`config.mk`:
```
export PLATFORM = sky130hd
export DESIGN_NAME = booth_seq_mult
export DESIGN_NICKNAME = d
export VERILOG_FILES = /design/src/rtl/booth_seq_mult.sv
export SDC_FILE = /design/constraint.sdc
export NUM_CORES = 1
export LEC_CHECK = 0
export CORE_ASPECT_RATIO = 1.5
export CORE_UTILIZATION = 45
export DETAILED_ROUTE_END_ITERATION = 8
export GPL_ROUTABILITY_DRIVEN = 0
export PLACE_DENSITY = 0.74
export SYNTH_ARGS = -nofsm -noshare
export SYNTH_HDL_FRONTEND = slang
export SYNTH_SLANG_ARGS = --single-unit
```
`constraint.sdc`:
```
create_clock -name clk -period 11.8 [get_ports clk]
set_clock_uncertainty 0.05 [all_clocks]
set_input_delay 2.36 -clock clk [delete_from_list [all_inputs] [get_ports clk]]
set_output_delay 2.36 -clock clk [all_outputs]
set_load 0.01 [all_outputs]
```
`src/rtl/booth_seq_mult.sv`:
```
// Sequential radix-4 Booth multiplier for 8x8 signed operands.
// It retires one Booth digit per cycle and uses valid/ready handshakes on operands and result.
module booth_seq_mult #(
    parameter int unsigned EARLY_TERM = 0
) (
    input  logic        clk,
    input  logic        rst,
    input  logic        in_valid,
    output logic        in_ready,
    input  logic [7:0]  a,
    input  logic [7:0]  b,
    output logic        out_valid,
    input  logic        out_ready,
    output logic [15:0] prod,
    output logic        busy
);

    typedef enum logic [1:0] {
        IDLE = 2'd0,
        CALC = 2'd1,
        DONE = 2'd2
    } state_t;

    state_t      state_q;
    logic [7:0]  mcand_q;
    logic [8:0]  bx_q;
    logic [15:0] acc_q;
    logic [1:0]  step_q;
    logic [15:0] prod_q;
    logic        outValid_q;

    logic [2:0]  triplet;
    logic [15:0] mcandExt;
    logic [15:0] partial;
    logic [15:0] shifted;
    logic [15:0] acc_d;
    logic        restZero;
    logic        lastStep;

    assign mcandExt = {{8{mcand_q[7]}}, mcand_q};

    always_comb begin
        triplet = 3'b000;
        case (step_q)
            2'd0:    triplet = bx_q[2:0];
            2'd1:    triplet = bx_q[4:2];
            2'd2:    triplet = bx_q[6:4];
            default: triplet = bx_q[8:6];
        endcase
    end

    always_comb begin
        partial = 16'h0000;
        case (triplet)
            3'b001, 3'b010: partial = mcandExt;
            3'b011:         partial = mcandExt << 1;
            3'b100:         partial = -(mcandExt << 1);
            3'b101, 3'b110: partial = -mcandExt;
            default:        partial = 16'h0000;
        endcase
    end

    assign shifted = partial << {step_q, 1'b0};
    assign acc_d   = acc_q + shifted;

    // Triplets overlap by one bit, so every higher digit is zero exactly when
    // all multiplier bits above the current triplet are equal.
    always_comb begin
        restZero = 1'b0;
        case (step_q)
            2'd0:    restZero = (&bx_q[8:2]) | ~(|bx_q[8:2]);
            2'd1:    restZero = (&bx_q[8:4]) | ~(|bx_q[8:4]);
            2'd2:    restZero = (&bx_q[8:6]) | ~(|bx_q[8:6]);
            default: restZero = 1'b1;
        endcase
    end

    assign lastStep = (step_q == 2'd3) || ((EARLY_TERM != 0) && restZero);

    always_ff @(posedge clk or posedge rst) begin
        if (rst) begin
            state_q    <= IDLE;
            mcand_q    <= 8'h00;
            bx_q       <= 9'h000;
            acc_q      <= 16'h0000;
            step_q     <= 2'd0;
            prod_q     <= 16'h0000;
            outValid_q <= 1'b0;
        end else begin
            case (state_q)
                IDLE: begin
                    if (in_valid) begin
                        mcand_q <= a;
                        bx_q    <= {b, 1'b0};
                        acc_q   <= 16'h0000;
                        step_q  <= 2'd0;
                        state_q <= CALC;
                    end
                end
                CALC: begin
                    acc_q <= acc_d;
                    if (lastStep) begin
                        prod_q     <= acc_d;
                        outValid_q <= 1'b1;
                        state_q    <= DONE;
                    end else begin
                        step_q <= step_q + 2'd1;
                    end
                end
                DONE: begin
                    if (out_ready) begin
                        outValid_q <= 1'b0;
                        state_q    <= IDLE;
                    end
                end
                default: state_q <= IDLE;
            endcase
        end
    end

    assign in_ready  = (state_q == IDLE) && !rst;
    assign busy      = (state_q != IDLE);
    assign out_valid = outValid_q;
    assign prod      = prod_q;

endmodule

```
# Word-level counts from Yosys, hierarchy flattened
# Index checks and enable logic that the tools add are counted.
[totals]
regBits = 53
inputBits = 20
output_inout_bits = 19
wordCells = 56
[op_classes]
add_sub_neg = 4
n_eq_ne = 15
shifts = 1
mux = 14
n_reduce_logical = 15
[ops]
columns = ["op", "n"]
rows = [
  ["$pmux W16 S4", 1],
  ["$neg A16 Y16", 2],
  ["$pmux W16 S2", 1],
  ["$add A16 B16 Y16", 1],
  ["$mux W16", 1],
  ["$shl A16 B3 Y16", 1],
  ["$mux W2", 5],
  ["$eq A3 B3 Y1 const B", 3],
  ["$pmux W3 S3", 1],
  ["$reduce_and A3 Y1", 3],
  ["$ne A2 B2 Y1 const B", 4],
  ["$eq A2 B2 Y1 const B", 3],
  ["$eq A3 B2 Y1 const B", 2],
  ["$pmux W2 S3", 1],
  ["$reduce_and A2 Y1", 3],
  ["$reduce_bool A2 Y1", 3],
  ["$eq A2 B1 Y1 const B", 2],
  ["$logic_not A2 Y1", 2],
  ["$pmux W2 S2", 1],
  ["$reduce_or A2 Y1", 2],
  ["$eq A3 B1 Y1 const B", 1],
  ["$add A2 B1 Y2 const B", 1],
  ["$mux W1", 2],
  ["$pmux W1 S2", 1],
  ["2 further kinds", 2],
]

# Depth between registers and ports, before layout
# Gate-level depths: netlist of the first run.
[depth]
word_depth = 8
depth_mapped = 20
mapped_depth_nobuf = 18

# Least setup slack after synthesis of the first run
# OpenSTA, ideal clock, no wires.
[synth_path]
kind = "input-to-output"
start = "in rst"
end = "out in_ready"
arrival_ns = 2.529
required_ns = 9.390
path_slack_ns = 6.861
stages = 1
n_path_buf = 0
path_cell_list = "nor2_1"
[synth_via]
elab_chain_len = 2
[synth_lines]
columns = ["item", "line", "text"]
rows = [
  ["start, declared", "7", "input logic rst,"],
  ["$logic_not A1 Y1", "121", "assign in_ready = (state_q == IDLE) && !rst;"],
  ["$logic_and A1 B1 Y1", "121", ""],
  ["end, declared", "9", "output logic in_ready,"],
]
# No other way between the ends.

# Final worst setup path of the first run
# Same ends and word-level chain as after synthesis.

==> results of run 1 <==
==> sequential cells by signal (all words and copies together), names as in the netlist <==
name       cells
acc_q         16
prod          16
bx_q           8
mcand_q        8
state_q        2
step_q         2
out_valid      1
==> cell type report <==
class	instances	area, um2
Clock buffer	5	125
Clock inverter	2	38.8
Fill cell	701	3460
Inverter	14	52.6
Multi-Input combinational cell	305	2050
Sequential cell	53	1330
Tap cell	102	128
Timing Repair Buffer	39	388
==> worst paths after layout <==
| check | endpoint | depth (start not counted) |
|---|---|---|
| max in group asynchronous | prod[12]$_DFFE_PP0P_ | 2 |
| max reg2reg | acc_q[15]$_DFFE_PP0P_ | 17 |
| min reg2reg | prod[13]$_DFFE_PP0P_ | 2 |
| min | prod[13]$_DFFE_PP0P_ | 2 |
| min in group asynchronous | prod[0]$_DFFE_PP0P_ | 2 |
| max | in_ready | 3 |
==> cells by family after synthesis <==
| family | after synthesis | share of synthesized area [%] |
|---|---|---|
| DFF | 53 | 37.8 |
| adders and majority gates | 22 | 8.07 |
| buffers and inverters | 31 | 3.78 |
| and+or+nand+nor | 116 | 15.2 |
| AOI/OAI and AO/OA | 123 | 22.1 |
| xor gates and xnor gates | 18 | 5.10 |
| muxes | 26 | 7.99 |
==> stage by stage <==
| step | setup WS (ns) | cell area (um2) | util, % | instances | hold slack (ns) |
|---|---|---|---|---|---|
| finish | 5.95 | 4110 | 54.3 | 520 | 0.438 |
| detailed placement | 5.94 | 3940 | 52.1 | 513 | 0.423 |
| floorplan | 6.86 | 3510 | - | 389 | 0.430 |
| global route | 5.75 | 4110 | 54.3 | 520 | 0.461 |
| CTS | 5.94 | 4110 | 54.3 | 520 | 0.443 |
| global placement | 5.96 | 3940 | 52.1 | 513 | 0.417 |
==> routing by layer <==
layer	vias up	global-route usage (%)	wire, um	part of all wire, %
li1	1467	-	-	-
met1	1424	24.8	3270	42
met2	66	37.4	4060	52
met3	17	3.36	273	3.5
met4	0	8.79	213	2.7
met5	-	0	0	0
==> Yosys cell counts, types with 3 or more instances <==
master,number
a21oi_1,23
a21o_1,4
xor2_1,11
o22ai_1,18
nand2b_1,4
o21bai_1,3
ha_1,21
inv_1,14
a211oi_1,6
o211ai_1,4
mux2i_1,10
clkbuf_1,14
nand2_1,52
a31oi_1,4
nor3_1,11
dfrtp_1,53
mux2_2,16
nor2_1,27
or2_2,3
xnor2_1,5
nor2b_1,4
nand3_1,4
o21ai_1,3
o21ai_0,37
==> critical path: stages <==
cell and delay (ns):
clkdlybuf4s50_1 0.43, nor2_1 0.11, clkdlybuf4s50_1 0.54
==> results.tsv, run 1 <==
metric	value	unit
hpwl	5.70	mm
final.min_clock_period	5.85	ns
htreeDepth	2	
worst_hold_class	reg -> reg	
cp.required	9.39	ns
cts_buffer_depth	2	
vias_per_instance	5.72	
cts_tree	yes	
mostFrequentLayoutCell	dfrtp_1	
port_buffers	38	
cell_taking_the_most_area_after_synthesis	dfrtp_1	
clk-insertion-delay-late	0.29	ns
post_drt_wl_per_cell	15.0	um
design.portCount	39	
globalRouteTotalUtil	21.1	%
setup.reg_to_reg.worst_slack	6.24	ns
die_height	110	um
async_flop_share	100	%
ctsHoldBuffers	0	
cts_inserted_buffers	5	
post-synth-top-area-fraction	37.8	%
r2r-start	step_q[1]$_DFFE_PP0P_	
largest_net_degree_at_the_start_of_global_routing	54	
max-cap-violations	0	
launch_point_of_the_worst_path	rst	
routed-via-count	2974	
detail_route.drc_violations	0	
postSynthCellCount	389	
chipWidth	74.1	um
timing.final.hold_violations	0	
synth-seq-cells	53	
design.core.area	7560	um2
post_cts_resized	0	
grt_antenna_before_repair	0	
synthesis.area_per_instance	9.01	um2
row_count	39	
area.growth.synth_to_final	17.2	%
first_iter_violations	185	
ys_seq_area_share	37.8	%
clock_sink_count	53	
grt_pass1_vias	3026	
clock-root-buffer	clkbuf_16	
post_synth_main_area_contributors	dfrtp_1, ha_1, nand2_1	
worstHoldStart	prod[13]$_DFFE_PP0P_	
initial_core_util	46.4	%
antenna_left	0	
timing_worst_slew_pin_value	1.10	ns
ys.flop_type	dfrtp_1	
most-common-layout-cells	dfrtp_1, nand2_1, clkdlybuf4s50_1, o21ai_0, nor2_1	
final_clock_period_utilization_by_the_worst_path	49.6	%
mappedNetlistNets	431	
synth_warnings	0	
status	completed	
critPathMaxFanout	2	
post-cts-setup-buffer-count	0	
maxSlewHeadroom	26.7	%
clkTransAtPathRegs	0.07	ns
finish.net_count	460	
totalNegativeSetupSlack	0	ns
timing.critical_path.from_type	primary input	
maxClockFrequency	0.171	GHz
grt-ovfl-total	0	
crit_path_end_kind	output pin	
setup.worst_path.class	in -> out	
layout-drive-gt1-share	9.09	%
die_area	8160	um2
first_pass_iters	4	
worst_endpoint_data_arrival_time	3.44	ns
rsz0062_at_grt	false	
netlist-cell-type-count	56	
finalSetupViolations	0	
maxSlewViolCount	0	
post_synth_instance_area	3510	um2
finalWirelength	7.82	mm
grt_pass1_wl	13.5	mm
diodes	0	
synth-edff-count	0	
Power of run 1 is not shown: default switching activity piles up to over one toggle a cycle in this logic, so the estimate is an artifact.
==> inputs of run 2 (changes only) <==
Clock period 11.8 ns to 5.6 ns, I/O delays scaled along.
==> results.tsv, run 2 (same netlist as run 1, synthesis figures left out) <==
metric	value	unit
max-cap-violations	0	
maxSlewHeadroom	30.7	%
timing.rr.end	acc_q[15]$_DFFE_PP0P_	
placement.setup.worst_slack	0.211	ns
worstRegToRegCells	17	
detail_route.drc_violations	0	
row_count	39	
global_route.usage.met1	23.8	%
first_pass_iters	4	
htreeDepth	2	
rsz0062_at_grt	false	
diodes	0	
clkTransAtPathRegs	0.07	ns
largest_net_degree_at_the_start_of_global_routing	54	
worstHoldStart	prod[13]$_DFFE_PP0P_	
crit_path_end_kind	register	
gr-max-usage-layer	met2	
totalNegativeSetupSlack	0	ns
setup.reg_to_reg.worst_slack	0.34	ns
layout-drive-gt1-share	10.7	%
timing.critical_path.from_type	register	
finalSetupViolations	0	
clock_sink_count	53	
first_iter_violations	146	
maxSlewViolCount	0	
cts_tree	yes	
chipWidth	74.1	um
worst_endpoint_data_arrival_time	5.41	ns
clock-root-buffer	clkbuf_16	
port_buffers	38	
setup.worst_path.class	reg -> reg	
cts_buffer_depth	2	
maxClockFrequency	0.190	GHz
status	completed	
post_drt_wl_per_cell	15.2	um
gr-usage-met2	39.0	%
most-common-layout-cells	dfrtp_1, nand2_1, clkdlybuf4s50_1, o21ai_0, nor2_1	
grt_pass1_wl	13.3	mm
die_area	8160	um2
globalRouteTotalUtil	21.3	%
grtUsageMet3	3.27	%
timing.final.hold_violations	0	
die_height	110	um
grt-ovfl-total	0	
design.portCount	39	
final.min_clock_period	5.26	ns
finish.net_count	464	
vias_per_instance	5.67	
design.core.area	7560	um2
clk-insertion-delay-late	0.30	ns
grt_pass1_vias	2925	
n_fill_cell	701	
antenna_left	0	
cts_inserted_buffers	5	
regArea	1330	um2
timing.hold.worst_endpoint	prod[13]$_DFFE_PP0P_	
launch_point_of_the_worst_path	step_q[0]$_DFFE_PP0P_	
timing_worst_slew_pin_value	1.04	ns
initial_core_util	46.4	%
final_clock_period_utilization_by_the_worst_path	93.9	%
hold-path-cell-count	2	
mostFrequentLayoutCell	dfrtp_1	
area.growth.synth_to_final	17.7	%
cp.required	5.75	ns
routed-via-count	2973	
grt_antenna_before_repair	0	
finalWirelength	7.98	mm
worst_hold_class	reg -> reg	
r2r-start	step_q[0]$_DFFE_PP0P_	
setup_slack	0.343	ns
critPathMaxFanout	13	
hpwl	5.90	mm
multi_input_area	2060	um2
[run 2: how the worst max path moves through the flow]
stage                                  endpoint  slack (ns)  cells after the start
after floorplan           acc_q[15]$_DFFE_PP0P_        0.89                     20
after global placement    acc_q[15]$_DFFE_PP0P_        0.44                     17
after detailed placement  acc_q[15]$_DFFE_PP0P_        0.21                     17
after CTS                 acc_q[15]$_DFFE_PP0P_        0.14                     17
after global routing      acc_q[15]$_DFFE_PP0P_        0.02                     17
final                     acc_q[15]$_DFFE_PP0P_        0.34                     17
[run 2: area by class of cell]
type                    instances  area share [%]
repair buffers                 43            10.1
multi-input cells             305            50.0
inverters                      14            1.36
flip-flops and latches         53            32.1
clock inverters                 1           0.212
well taps                     102            3.09
clock buffers                   6            3.12
[run 2: worst max-delay path, cell delays in order, from the launching register on]
cell and delay [ns]:
dfrtp_1 0.60, clkinvlp_4 0.24, ha_1 0.26, a222oi_1 0.37
a21oi_2 0.25, or3_4 0.48, o32a_1 0.35, o21ai_1 0.15
mux2i_1 0.15, mux2i_1 0.22, ha_1 0.33, a2111oi_0 0.46
o21ai_0 0.16, nand3_1 0.21, o31ai_1 0.12, o41ai_1 0.30
xnor3_1 0.30, o22ai_1 0.16
[run 2: what timing repair did]
item                                    CTS  global route
hold buffers                              0             0
endpoints found under the setup margin    0            10
gates resized for setup                   0             4
setup buffers                             0             2
[run 2: routing by layer]
layer | vias to the layer above | routed length [um]
met5 | - | 0
met4 | 0 | 238
met3 | 18 | 234
met2 | 56 | 4180
met1 | 1420 | 3330
li1 | 1479 | -
[run 2: per-stage QoR]
stage | hold WS (ns) | std cells | cell area (um2) | util [%]
2_1_floorplan | 0.430 | 389 | 3510 | -
3_3_place_gp | 0.416 | 515 | 3960 | 52.3
3_5_place_dp | 0.424 | 515 | 3960 | 52.3
4_1_cts | 0.437 | 522 | 4100 | 54.2
5_1_grt | 0.461 | 524 | 4130 | 54.6
6_report | 0.430 | 524 | 4130 | 54.6
Power of run 2 is left out for the same reason.
==> inputs of run 3 (changes only) <==
Settings changed: CORE_UTILIZATION 45 to 38, PLACE_DENSITY 0.74 to 0.66.
==> results.tsv, run 3 (same netlist as run 1, synthesis figures left out) <==
metric	value	unit
status	completed	
cts_tree	yes	
initial_core_util	39.5	%
layout-drive-gt1-share	10.2	%
clkTransAtPathRegs	0.07	ns
fin_cells	533	
diodes	0	
detail_route.drc_violations	0	
timing_worst_slew_pin_value	1.05	ns
regArea	1330	um2
mostFrequentLayoutCell	dfrtp_1	
grt-ovfl-total	0	
most-common-layout-cells	dfrtp_1, nand2_1, clkdlybuf4s50_1, o21ai_0, nor2_1	
finalSetupViolations	0	
hpwl	5.97	mm
setup.reg_to_reg.worst_slack	0.59	ns
die_area	9620	um2
maxClockFrequency	0.200	GHz
timing.final.hold_violations	0	
worst_endpoint_data_arrival_time	5.17	ns
worstRegToRegCells	17	
rsz0062_at_grt	false	
post-cts-setup-buffer-count	0	
grt_pass1_wl	13.6	mm
timing.critical_path.from_type	register	
design.portCount	39	
r2r-start	step_q[1]$_DFFE_PP0P_	
cts_buffer_depth	2	
chipWidth	80.4	um
finalWirelength	8.04	mm
setup_slack	0.589	ns
post_drt_wl_per_cell	15.1	um
worst_path_cell_chain	buf_4, ha_1, a22oi_1, o21ai_1, nor2_1, a221oi_1, a31oi_1, a21oi_1, mux2i_1, ha_1, a2111oi_0, o21ai_0, nand3_1, o31ai_1, o41ai_1, xnor3_1, o22ai_1	
launch_point_of_the_worst_path	step_q[1]$_DFFE_PP0P_	
crit_path_end_kind	register	
worst_hold_class	reg -> reg	
area.growth.synth_to_final	17.8	%
setup.worst_path.class	reg -> reg	
n_fill_cell	876	
antenna_left	0	
ctsHoldBuffers	0	
first_pass_iters	4	
vias_per_instance	5.49	
post_cts_resized	0	
routed-via-count	2925	
largest_net_degree_at_the_start_of_global_routing	54	
worstSetupEndpoint	acc_q[15]$_DFFE_PP0P_	
clock_sink_count	53	
grt_antenna_before_repair	0	
placement.setup.worst_slack	0.616	ns
critPathMaxStageDelay	0.79	ns
dp_cell_count	525	
die_height	120	um
clk-insertion-delay-late	0.30	ns
totalNegativeSetupSlack	0	ns
clock-root-buffer	clkbuf_16	
multi_input_area	2050	um2
maxSlewViolCount	0	
htreeDepth	2	
max-cap-violations	0	
timing.rr.end	acc_q[15]$_DFFE_PP0P_	
final.min_clock_period	5.01	ns
first_iter_violations	134	
critical-path-top-cell-by-count	ha_1	
final_clock_period_utilization_by_the_worst_path	89.5	%
cp.required	5.76	ns
grt_pass1_vias	3006	
crit_slowest_cell	o21ai_1	
port_buffers	38	
row_count	42	
finish.net_count	464	
globalRouteTotalUtil	18.1	%
cts_inserted_buffers	5	
maxSlewHeadroom	29.7	%
critPathMaxFanout	15	
design.core.area	8880	um2
-- run 3: through the flow --
stage / hold WS, ns / util (%) / instance area, um2
CTS: 0.442 / 46.5 / 4130
finish: 0.432 / 46.5 / 4130
global route: 0.472 / 46.5 / 4130
floorplan: 0.430 / - / 3510
global placement: 0.418 / 44.9 / 3980
detailed placement: 0.423 / 44.9 / 3980
-- run 3: final cells by class --
class	instances	area share [%]
clock buffers	5	3.03
clock inverters	3	0.515
inverters	14	1.27
multi-input cells	305	49.6
flip-flops and latches	53	32.1
well taps	110	3.33
repair buffers	43	10.1
-- run 3: worst min path at each step --
stage                                     from                    to  slack [ns]  depth (start not counted)
after floorplan            bx_q[1]$_DFFE_PP0P_   bx_q[1]$_DFFE_PP0P_        0.43                          1
after global placement     prod[5]$_DFFE_PP0P_   prod[5]$_DFFE_PP0P_        0.42                          2
after detailed placement   prod[6]$_DFFE_PP0P_   prod[6]$_DFFE_PP0P_        0.42                          2
after CTS                  prod[2]$_DFFE_PP0P_   prod[2]$_DFFE_PP0P_        0.44                          2
after global routing      prod[11]$_DFFE_PP0P_  prod[11]$_DFFE_PP0P_        0.47                          2
final                     prod[11]$_DFFE_PP0P_  prod[11]$_DFFE_PP0P_        0.43                          2
-- run 3: worst max-delay path: cells and delay by family, from the launching register on --
family	cells	cell delay [ns]
simple gates	2	0.40
flops	1	0.44
compound gates	10	2.79
buf+inv	1	0.25
xor+xnor	1	0.30
fa+ha+maj	2	0.58
mux	1	0.12
-- run 3: routing by layer --
metal	global-route usage [%]	share of wire [%]
met2	32.6	51
met1	20.1	43
met3	2.36	2.9
met5	0	0
met4	9.38	3.0
Power of run 3 is left out for the same reason.
